### config.mk
export PLATFORM = sky130hd
export DESIGN_NAME = rcpu_mem_bridge
export DESIGN_NICKNAME = d
export VERILOG_FILES = /design/src/rtl/rcpu_mem_bridge_pkg.sv /design/src/rtl/rcpu_mem_bridge_timeout.sv /design/src/rtl/rcpu_mem_bridge.sv
export SDC_FILE = /design/constraint.sdc
export NUM_CORES = 1
export LEC_CHECK = 0
export CAP_MARGIN = 10
export CORE_MARGIN = 2
export CORE_UTILIZATION = 46
export DETAILED_ROUTE_END_ITERATION = 10
export PLACE_DENSITY_LB_ADDON = 0.15
export REMOVE_ABC_BUFFERS = 1
export SLEW_MARGIN = 10
export SYNTH_ARGS = -nofsm -noshare
export SYNTH_HDL_FRONTEND = slang
export SYNTH_SLANG_ARGS = --single-unit
### constraint.sdc
create_clock -name clk -period 2.2 [get_ports clk]
set_input_delay 0.44 -clock clk [delete_from_list [all_inputs] [get_ports clk]]
set_output_delay 0.44 -clock clk [all_outputs]
set_load 0.02 [all_outputs]
### src/rtl/rcpu_mem_bridge_pkg.sv
// Shared constants for the RCPU memory bridge.
//   MB_*      : FSM state encodings (IDLE, LO byte, HI byte, DONE)
//   MB_RFILL  : read data returned to the core when a byte transfer times out
package rcpu_mem_bridge_pkg;

  localparam logic [1:0] MB_IDLE = 2'd0;
  localparam logic [1:0] MB_LO   = 2'd1;
  localparam logic [1:0] MB_HI   = 2'd2;
  localparam logic [1:0] MB_DONE = 2'd3;

  localparam logic [15:0] MB_RFILL = 16'hFFFF;

endpackage

### src/rtl/rcpu_mem_bridge_timeout.sv
// Stall counter for one byte transfer.
//   clk, rst : clock, asynchronous active-low reset
//   clr      : restart the count (entry to a new byte phase)
//   inc      : a requested cycle passed without an ack
//   expired  : this stalled cycle is the TIMEOUT-th one; abort at the next edge
module bus_timeout #(
  parameter int TIMEOUT = 255
) (
  input  logic clk,
  input  logic rst,
  input  logic clr,
  input  logic inc,
  output logic expired
);

  // The count that would reach TIMEOUT on this cycle is TIMEOUT-1 before it.
  localparam logic [7:0] LIMIT = 8'(TIMEOUT - 1);

  logic [7:0] cnt;

  always_ff @(posedge clk or negedge rst) begin
    if (!rst) begin
      cnt <= '0;
    end else if (clr) begin
      cnt <= '0;
    end else if (inc) begin
      cnt <= cnt + 8'd1;
    end
  end

  // An ack on the boundary cycle means inc=0, so it counts as success.
  assign expired = inc && (cnt == LIMIT);

endmodule

### src/rtl/rcpu_mem_bridge.sv
// Bridge from the RCPU 16-bit word memory port to an 8-bit req/ack byte bus.
// Each word access becomes a low-byte then a high-byte transfer (little-endian).
//   clk, rst          : clock, asynchronous active-low reset
//   memAddr/memWrite  : CPU word address / write data
//   memRE/memWE       : CPU read / write request (write wins if both)
//   memRead           : last completed read word (0xFFFF after a timed-out read)
//   busy              : core must hold its request while 1
//   busAddr/busWData  : byte address / write byte, valid while busReq
//   busWr             : 1 = write, 0 = read, valid while busReq
//   busReq/busAck     : byte transfer happens on any cycle with busReq & busAck
//   busRData          : read byte, valid when busReq & busAck
//   busErr            : sticky timeout flag, cleared only by reset
//   fsm_state         : current FSM state (MB_* encoding) for observation
//
// Handshake: busReq is held with busAddr/busWr/busWData stable until a cycle
// where busAck is also 1; that cycle is the transfer. The high byte requests
// in the cycle after the low-byte transfer, so busReq may stay high across both.
module rcpu_mem_bridge
  import rcpu_mem_bridge_pkg::*;
#(
  parameter int M       = 16,
  parameter int N       = 32,
  parameter int TIMEOUT = 255
) (
  input  logic         clk,
  input  logic         rst,
  input  logic [N-1:0] memAddr,
  input  logic [M-1:0] memWrite,
  input  logic         memRE,
  input  logic         memWE,
  output logic [M-1:0] memRead,
  output logic         busy,
  output logic [N-1:0] busAddr,
  output logic [7:0]   busWData,
  output logic         busWr,
  output logic         busReq,
  input  logic         busAck,
  input  logic [7:0]   busRData,
  output logic         busErr,
  output logic [1:0]   fsm_state
);

  logic [1:0]   state;
  logic [1:0]   state_nx;
  logic         op_wr;
  logic [M-1:0] wdata;
  logic [N-1:0] base;
  logic [7:0]   lo;
  logic         req;
  logic         xfer;
  logic         tmo_clr;
  logic         tmo_inc;
  logic         expired;

  assign req     = memRE | memWE;
  assign busReq  = (state == MB_LO) || (state == MB_HI);
  assign xfer    = busReq && busAck;
  assign tmo_clr = ((state == MB_IDLE) && req) || ((state == MB_LO) && xfer);
  assign tmo_inc = busReq && !busAck;

  bus_timeout #(.TIMEOUT(TIMEOUT)) u_timeout (
    .clk     (clk),
    .rst     (rst),
    .clr     (tmo_clr),
    .inc     (tmo_inc),
    .expired (expired)
  );

  always_comb begin
    state_nx = state;
    case (state)
      MB_IDLE: if (req) state_nx = MB_LO;
      MB_LO: begin
        if (xfer)         state_nx = MB_HI;
        else if (expired) state_nx = MB_DONE;
      end
      MB_HI: if (xfer || expired) state_nx = MB_DONE;
      default: state_nx = MB_IDLE;
    endcase
  end

  always_ff @(posedge clk or negedge rst) begin
    if (!rst) begin
      state   <= MB_IDLE;
      op_wr   <= 1'b0;
      wdata   <= '0;
      base    <= '0;
      lo      <= '0;
      memRead <= '0;
      busErr  <= 1'b0;
    end else begin
      state <= state_nx;
      if ((state == MB_IDLE) && req) begin
        op_wr <= memWE;
        wdata <= memWrite;
        // Word address to byte address; the top address bit falls off.
        base  <= memAddr << 1;
      end
      if ((state == MB_LO) && xfer) begin
        lo <= busRData;
      end
      if ((state == MB_HI) && xfer && !op_wr) begin
        memRead <= {busRData, lo};
      end
      if (expired) begin
        busErr <= 1'b1;
        if (!op_wr) memRead <= MB_RFILL;
      end
    end
  end

  always_comb begin
    busAddr  = '0;
    busWData = '0;
    case (state)
      MB_LO: begin
        busAddr  = base;
        busWData = wdata[7:0];
      end
      MB_HI: begin
        // base is always even, so OR-ing bit 0 never carries.
        busAddr  = {base[N-1:1], 1'b1};
        busWData = wdata[15:8];
      end
      default: ;
    endcase
  end

  assign busWr     = busReq && op_wr;
  // Low throughout reset so the core is never stalled by a request it is still presenting.
  assign busy      = rst && (busReq || ((state == MB_IDLE) && req));
  assign fsm_state = state;

endmodule

==> flow_metrics.tcl, run 1 <==
set metrics [dict create \
    outcome "finished, violations left" \
    path_clk_slew_ns 0.08 \
    cts_tree "yes" \
    violations "setup timing" \
    place_congestion 0.846 \
    htree_levels 3 \
    tightest_slew_ns 1.05 \
    synth-seq-cells 83 \
    pwr-share-seq 0.284 \
    drv_cap 0 \
    ys_top_cells_by_area "dfrtp_1 54%, nand2_1 17%, and3_1 5.3%, mux2_2 2.9%, nand3_2 2.9%" \
    drtPass1Iterations 4 \
    grt_overflow_total 0 \
    netlist-cell-type-count 37 \
    worst_r2r_endpoint "fsm_state[1]" \
    drt_wl_total_um 10100 \
    power_density_nw_per_um2 1570 \
    final_cell_mix "180 x nand2_1, 82 x dfrtp_1, 76 x clkdlybuf4s50_1" \
    grt_first_pass_wirelength_um 16300 \
    track_usage 0.231 \
    die_h_um 95.6 \
    synth_warnings 0 \
    arrival_ns 1.90 \
    final_nets 633 \
    slowest_delay_ns 0.43 \
    power.internal_w 0.00556 \
    drc 0 \
    peakVddDrop_uv 896 \
    worstReg2RegStart "fsm_state[0]" \
    hold_class "in2async" \
    max_slew_margin 0.300 \
    max_freq_mhz 427 \
    synth.top_cell.area_share 0.538 \
    final-max-slew-violation-count 0 \
    ios 123 \
    start_util 0.472 \
    cp_common_cell "buf_12" \
    clock_path_buffers 2 \
    layout_commonest_cell "nand2_1" \
    nFillCells 628 \
    p_sw_frac 0.400 \
    p_comb_frac 0.602 \
    num_vias 3371 \
    slowest_stage "dfrtp_2" \
    rows 33 \
    wl_per_cell_um 15.0 \
    cts.sinks 83 \
    drtIter0Drc 147 \
    final_hold_viol_count 0 \
    p_leak_nw 2.94 \
    clkLatencyLatePin_ns 0.34 \
    grt_pass1_vias 3379 \
    worstPathMaxFanout 4 \
    viasPerCell 5.00 \
    cts_buffers 9 \
    syn2layout_area_growth_pct 53.0 \
    synth_cells 423 \
    antenna_cells 0 \
    antenna_found_initial 0 \
    required_ns 1.76 \
    crit_path_start_kind "register" \
    rsz0062_at_grt "yes" \
    synth_edf_count 0 \
    setup-violations-final 40 \
    critPathLaunch "fsm_state[1]" \
    post-place-ws_ns -0.167 \
    cts_root_buf "clkbuf_8" \
    dp_hpwl_um 6420 \
    grt_max_degree 84 \
    die_x_um 95.6 \
    layout_min_cycle_time_ns 2.34 \
    whs_ns 0.374 \
    p_switching_w 0.00370 \
    end_kind "primary output" \
    coreArea_um2 8180 \
    die_area_um2 9150 \
    cp.buffers_inverters 4 \
    r2r_slack_ns 0.08 \
    drive_gt1_frac 0.267 \
    fin_skew_ns 0.00936 \
    ctsHoldBuffers 0 \
    syn-mean-instance-area_um2 9.13 \
    post-route-period-util 1.07 \
    numPortBuffers 121 \
    seq_area_frac_synth 0.538 \
    critical_path.top_delay_family "simple AND/OR/NAND/NOR gates" \
    ant_nets 0 \
    tns_ns -3.21 \
    syn-cell-area_um2 3860 \
    clockPowerShare 0.114 \
    async_flop_share 1.00 \
    critPathKind "reg2out" \
    path_cells "inv_2, ha_4, or2_4, buf_12, buf_12, and3_4, buf_6" \
    reg2reg_depth 7 \
    synth_flop_cell "dfrtp_1" \
    finalWorstSetupSlack_ns -0.144 \
    synth_area_leader_cell "dfrtp_1" \
]
cell type report:
| cell class | count | area [µm²] | share of cell area |
|---|---|---|---|
| flip-flops and latches | 83 | 2080 | 0.352 |
| multi-input cells | 310 | 1820 | 0.307 |
| repair buffers | 158 | 1690 | 0.286 |
| well taps | 105 | 131 | 0.0222 |
| clock buffers | 10 | 128 | 0.0216 |
| clock inverters | 5 | 55.1 | 0.00931 |
| inverters | 3 | 11.3 | 0.00191 |
worst max path at each step:
| stage | endpoint | slack (ns) | depth (start not counted) |
|---|---|---|---|
| after floorplan | busy | -1.14 | 4 |
| after global placement | busAddr[31] | -0.12 | 6 |
| after detailed placement | busAddr[25] | -0.17 | 6 |
| after CTS | busAddr[28] | -0.16 | 7 |
| after global routing | busAddr[4] | -0.21 | 7 |
| final | busAddr[5] | -0.14 | 7 |
power groups by stage:
stage	combinational [W]	sequential (W)	clock [W]
3_3_place_gp	0.00450	0.00259	0
3_5_place_dp	0.00458	0.00263	0
5_1_grt	0.00602	0.00271	0.00115
4_1_cts	0.00536	0.00261	0.00107
6_report	0.00558	0.00263	0.00106
2_1_floorplan	0.00228	0.00272	0
stage by stage:
step | power [W] | cells | util | instance area (µm²)
floorplan | 0.00500 | 396 | - | 3720
global placement | 0.00709 | 643 | 0.650 | 5310
detailed placement | 0.00721 | 643 | 0.650 | 5310
CTS | 0.00904 | 673 | 0.708 | 5790
global route | 0.00988 | 674 | 0.723 | 5910
finish | 0.00927 | 674 | 0.723 | 5910
layer usage:
| layer | share of wire | global-route usage | vias to the layer above |
|---|---|---|---|
| li1 | - | - | 1657 |
| met1 | 0.44 | 0.302 | 1608 |
| met2 | 0.48 | 0.373 | 92 |
| met3 | 0.063 | 0.0577 | 14 |
| met4 | 0.017 | 0.0810 | 0 |
| met5 | 0 | 0 | - |
registers in the layout (all words and copies together), names as in the netlist, named ones only:
| signal | flops |
|---|---|
| busErr | 1 |
| op_wr | 1 |
| u_timeout.cnt | 8 |
| memRead | 15 |
| wdata | 16 |
| lo | 8 |
| base | 31 |
| fsm_state | 2 |
cell usage after synthesis, types with 2 or more instances:
cell type / count
inv_1: 3
mux2_2: 10
dfrtp_1: 83
buf_2: 4
nand3_1: 12
nor2b_1: 11
clkbuf_1: 20
a22oi_1: 8
buf_6: 2
mux2i_1: 2
or2_2: 2
nand2b_1: 2
ha_1: 7
a211oi_1: 2
nor2_1: 10
and4b_1: 2
and3_1: 33
xor2_1: 2
nand2_1: 180
nand3_2: 11
cell families after synthesis:
family,share of synthesized area
DFF,0.538
adders and majority gates,0.0227
and+or+nand+nor,0.322
xor gates and xnor gates,0.00680
buffers and inverters,0.0385
muxes,0.0343
AOI/OAI and AO/OA,0.0376
repair_timing:
item	CTS	global route
gates cloned	3	0
pin swaps	1	3
setup buffers	12	1
setup endpoints to repair	42	45
resized for setup	236	29
(Power assumes the default switching activity.)
==> inputs of run 2 (changes only) <==
==> constraint.sdc (replaced) <==
create_clock -name clk -period 2.2 [get_ports clk]
set_input_delay 0.44 -clock clk [delete_from_list [all_inputs] [get_ports clk]]
set_output_delay 0.44 -clock clk [all_outputs]
set_load 0.05 [all_outputs]
==> run 2 against run 1 <==
The run still ends with setup timing left. Clock skew decreased by 0.00065 ns. Sequential power about the same. Fmax increased by 6.1%. Global-route usage increased by 1.7 points. Cell count decreased by 1.9%. Critical path depth decreased by 2. Cell area increased by 6.4%. Highest routed layer unchanged.
==> flow_metrics.tcl, run 2 (same netlist as run 1, synthesis figures left out) <==
set metrics [dict create \
    place_area_um2 5640 \
    layout_min_cycle_time_ns 2.21 \
    rsz0062_at_grt "yes" \
    htree_levels 3 \
    slowest_delay_ns 0.42 \
    numPortBuffers 121 \
    drtIter0Drc 114 \
    final_nets 619 \
    cts_buffers 9 \
    final_area_um2 6290 \
    top_register "base" \
    tightest_slew_ns 0.706 \
    path_cells "buf_6, ha_4, or2_4, and3_4, buf_12" \
    top_regs "base (31), wdata (16), memRead (15)" \
    pwr-share-seq 0.232 \
    largest_reg_flops 31 \
    crit_path_start_kind "register" \
    finalWorstSetupSlack_ns -0.00911 \
    post-route-period-util 1.00 \
    track_usage 0.248 \
    dp_hpwl_um 6720 \
    post-place-ws_ns 0.0342 \
    cts.sinks 83 \
    setup-violations-final 6 \
    num_vias 3448 \
    syn2layout_area_growth_pct 62.9 \
    final-max-slew-violation-count 0 \
    peakVddDrop_uv 1060 \
    power.internal_w 0.00629 \
    outcome "finished, violations left" \
    p_switching_w 0.00517 \
    antenna_found_initial 0 \
    clockPowerShare 0.110 \
    die_area_um2 9150 \
    slowest_stage "dfrtp_1" \
    required_ns 1.76 \
    wl_per_cell_um 16.4 \
    drv_cap 0 \
    final_cell_mix "180 x nand2_1, 83 x dfrtp_1, 76 x clkdlybuf4s50_1" \
    clkLatencyLatePin_ns 0.36 \
    critPathKind "reg2out" \
    final_util 0.770 \
    grt_overflow_total 0 \
    ant_nets 0 \
    whs_ns 0.119 \
    grt_first_pass_wirelength_um 17300 \
    hold_class "in2async" \
    power_density_nw_per_um2 1820 \
    max_freq_mhz 453 \
    max_slew_margin 0.530 \
    antenna_cells 0 \
    coreArea_um2 8180 \
    layout_commonest_cell "nand2_1" \
    final_hold_viol_count 0 \
    clock_path_buffers 2 \
    grt_pass1_vias 3527 \
    drc 0 \
    drtPass1Iterations 4 \
    die_h_um 95.6 \
    p_leak_nw 3.00 \
    drive_gt1_frac 0.293 \
    cts_root_buf "clkbuf_8" \
    die_x_um 95.6 \
    end_kind "primary output" \
    cts_tree "yes" \
    fin_skew_ns 0.00871 \
    violations "setup timing" \
    ios 123 \
    arrival_ns 1.77 \
    viasPerCell 5.22 \
    drt_wl_total_um 10800 \
    rows 33 \
    start_util 0.472 \
    place_congestion 0.804 \
    worstPathMaxFanout 8 \
    grt_max_degree 53 \
    nFillCells 554 \
    p_comb_frac 0.658 \
    path_clk_slew_ns 0.08 \
    p_sw_frac 0.451 \
    ctsHoldBuffers 0 \
]
run 2: power by group through the flow:
stage | Clock (W) | Combinational, W | Sequential [W]
detailed placement | 0 | 0.00645 | 0.00264
floorplan | 0 | 0.00310 | 0.00304
finish | 0.00126 | 0.00754 | 0.00266
global route | 0.00135 | 0.00795 | 0.00274
global placement | 0 | 0.00635 | 0.00258
CTS | 0.00128 | 0.00724 | 0.00261
run 2: metal layers:
metal  vias up  routed length [µm]  global-route usage
met4         0                 244              0.0917
met2       125                5370               0.411
met3        19                 856              0.0862
met1      1671                4370               0.298
met5         -                   0                   0
li1       1633                   -                   -
run 2: final timing paths:
| kind | startpoint | to | slack [ns] | depth (start not counted) |
|---|---|---|---|---|
| worst min-delay path | rst | busErr | 0.12 | 2 |
| min in group clk | busErr | busErr | 0.48 | 1 |
| max in group asynchronous | rst | base[8] | 1.08 | 3 |
| worst max register to register | fsm_state[0] | fsm_state[0] | 0.19 | 7 |
| worst min register to register | busErr | busErr | 0.48 | 1 |
| worst max-delay path | fsm_state[0] | busAddr[24] | -0.009 | 5 |
run 2: cell type report:
cell class / count / area (µm²) / share of cell area
sequential: 83 / 2080 / 0.330
timing repair buffer: 141 / 1850 / 0.294
inverter: 3 / 11.3 / 0.00179
clock buffer: 10 / 138 / 0.0219
multi-input combinational: 313 / 1990 / 0.316
clock inverter: 6 / 95.1 / 0.0151
tap: 105 / 131 / 0.0209
run 2: critical path: cells and delay by family (launching register included):
kind,cells,cell delay [ns]
flip-flops,1,0.42
adder cells (fa/ha/maj),1,0.18
AND/OR/NAND/NOR,2,0.52
buffers and inverters,2,0.29
run 2: metrics by stage:
stage	TNS [ns]	total power, W	instances
2_1_floorplan	-98.25	0.00614	396
3_3_place_gp	0	0.00893	636
3_5_place_dp	0	0.00909	636
4_1_cts	-0.000739	0.0111	660
5_1_grt	-0.998	0.0121	661
6_report	-0.0173	0.0115	661
run 2: what timing repair did:
item	CTS	global route
pin swaps	12	30
endpoints found under the setup margin	41	40
buffers inserted	4	1
gates resized for setup	49	27
cloned	4	0
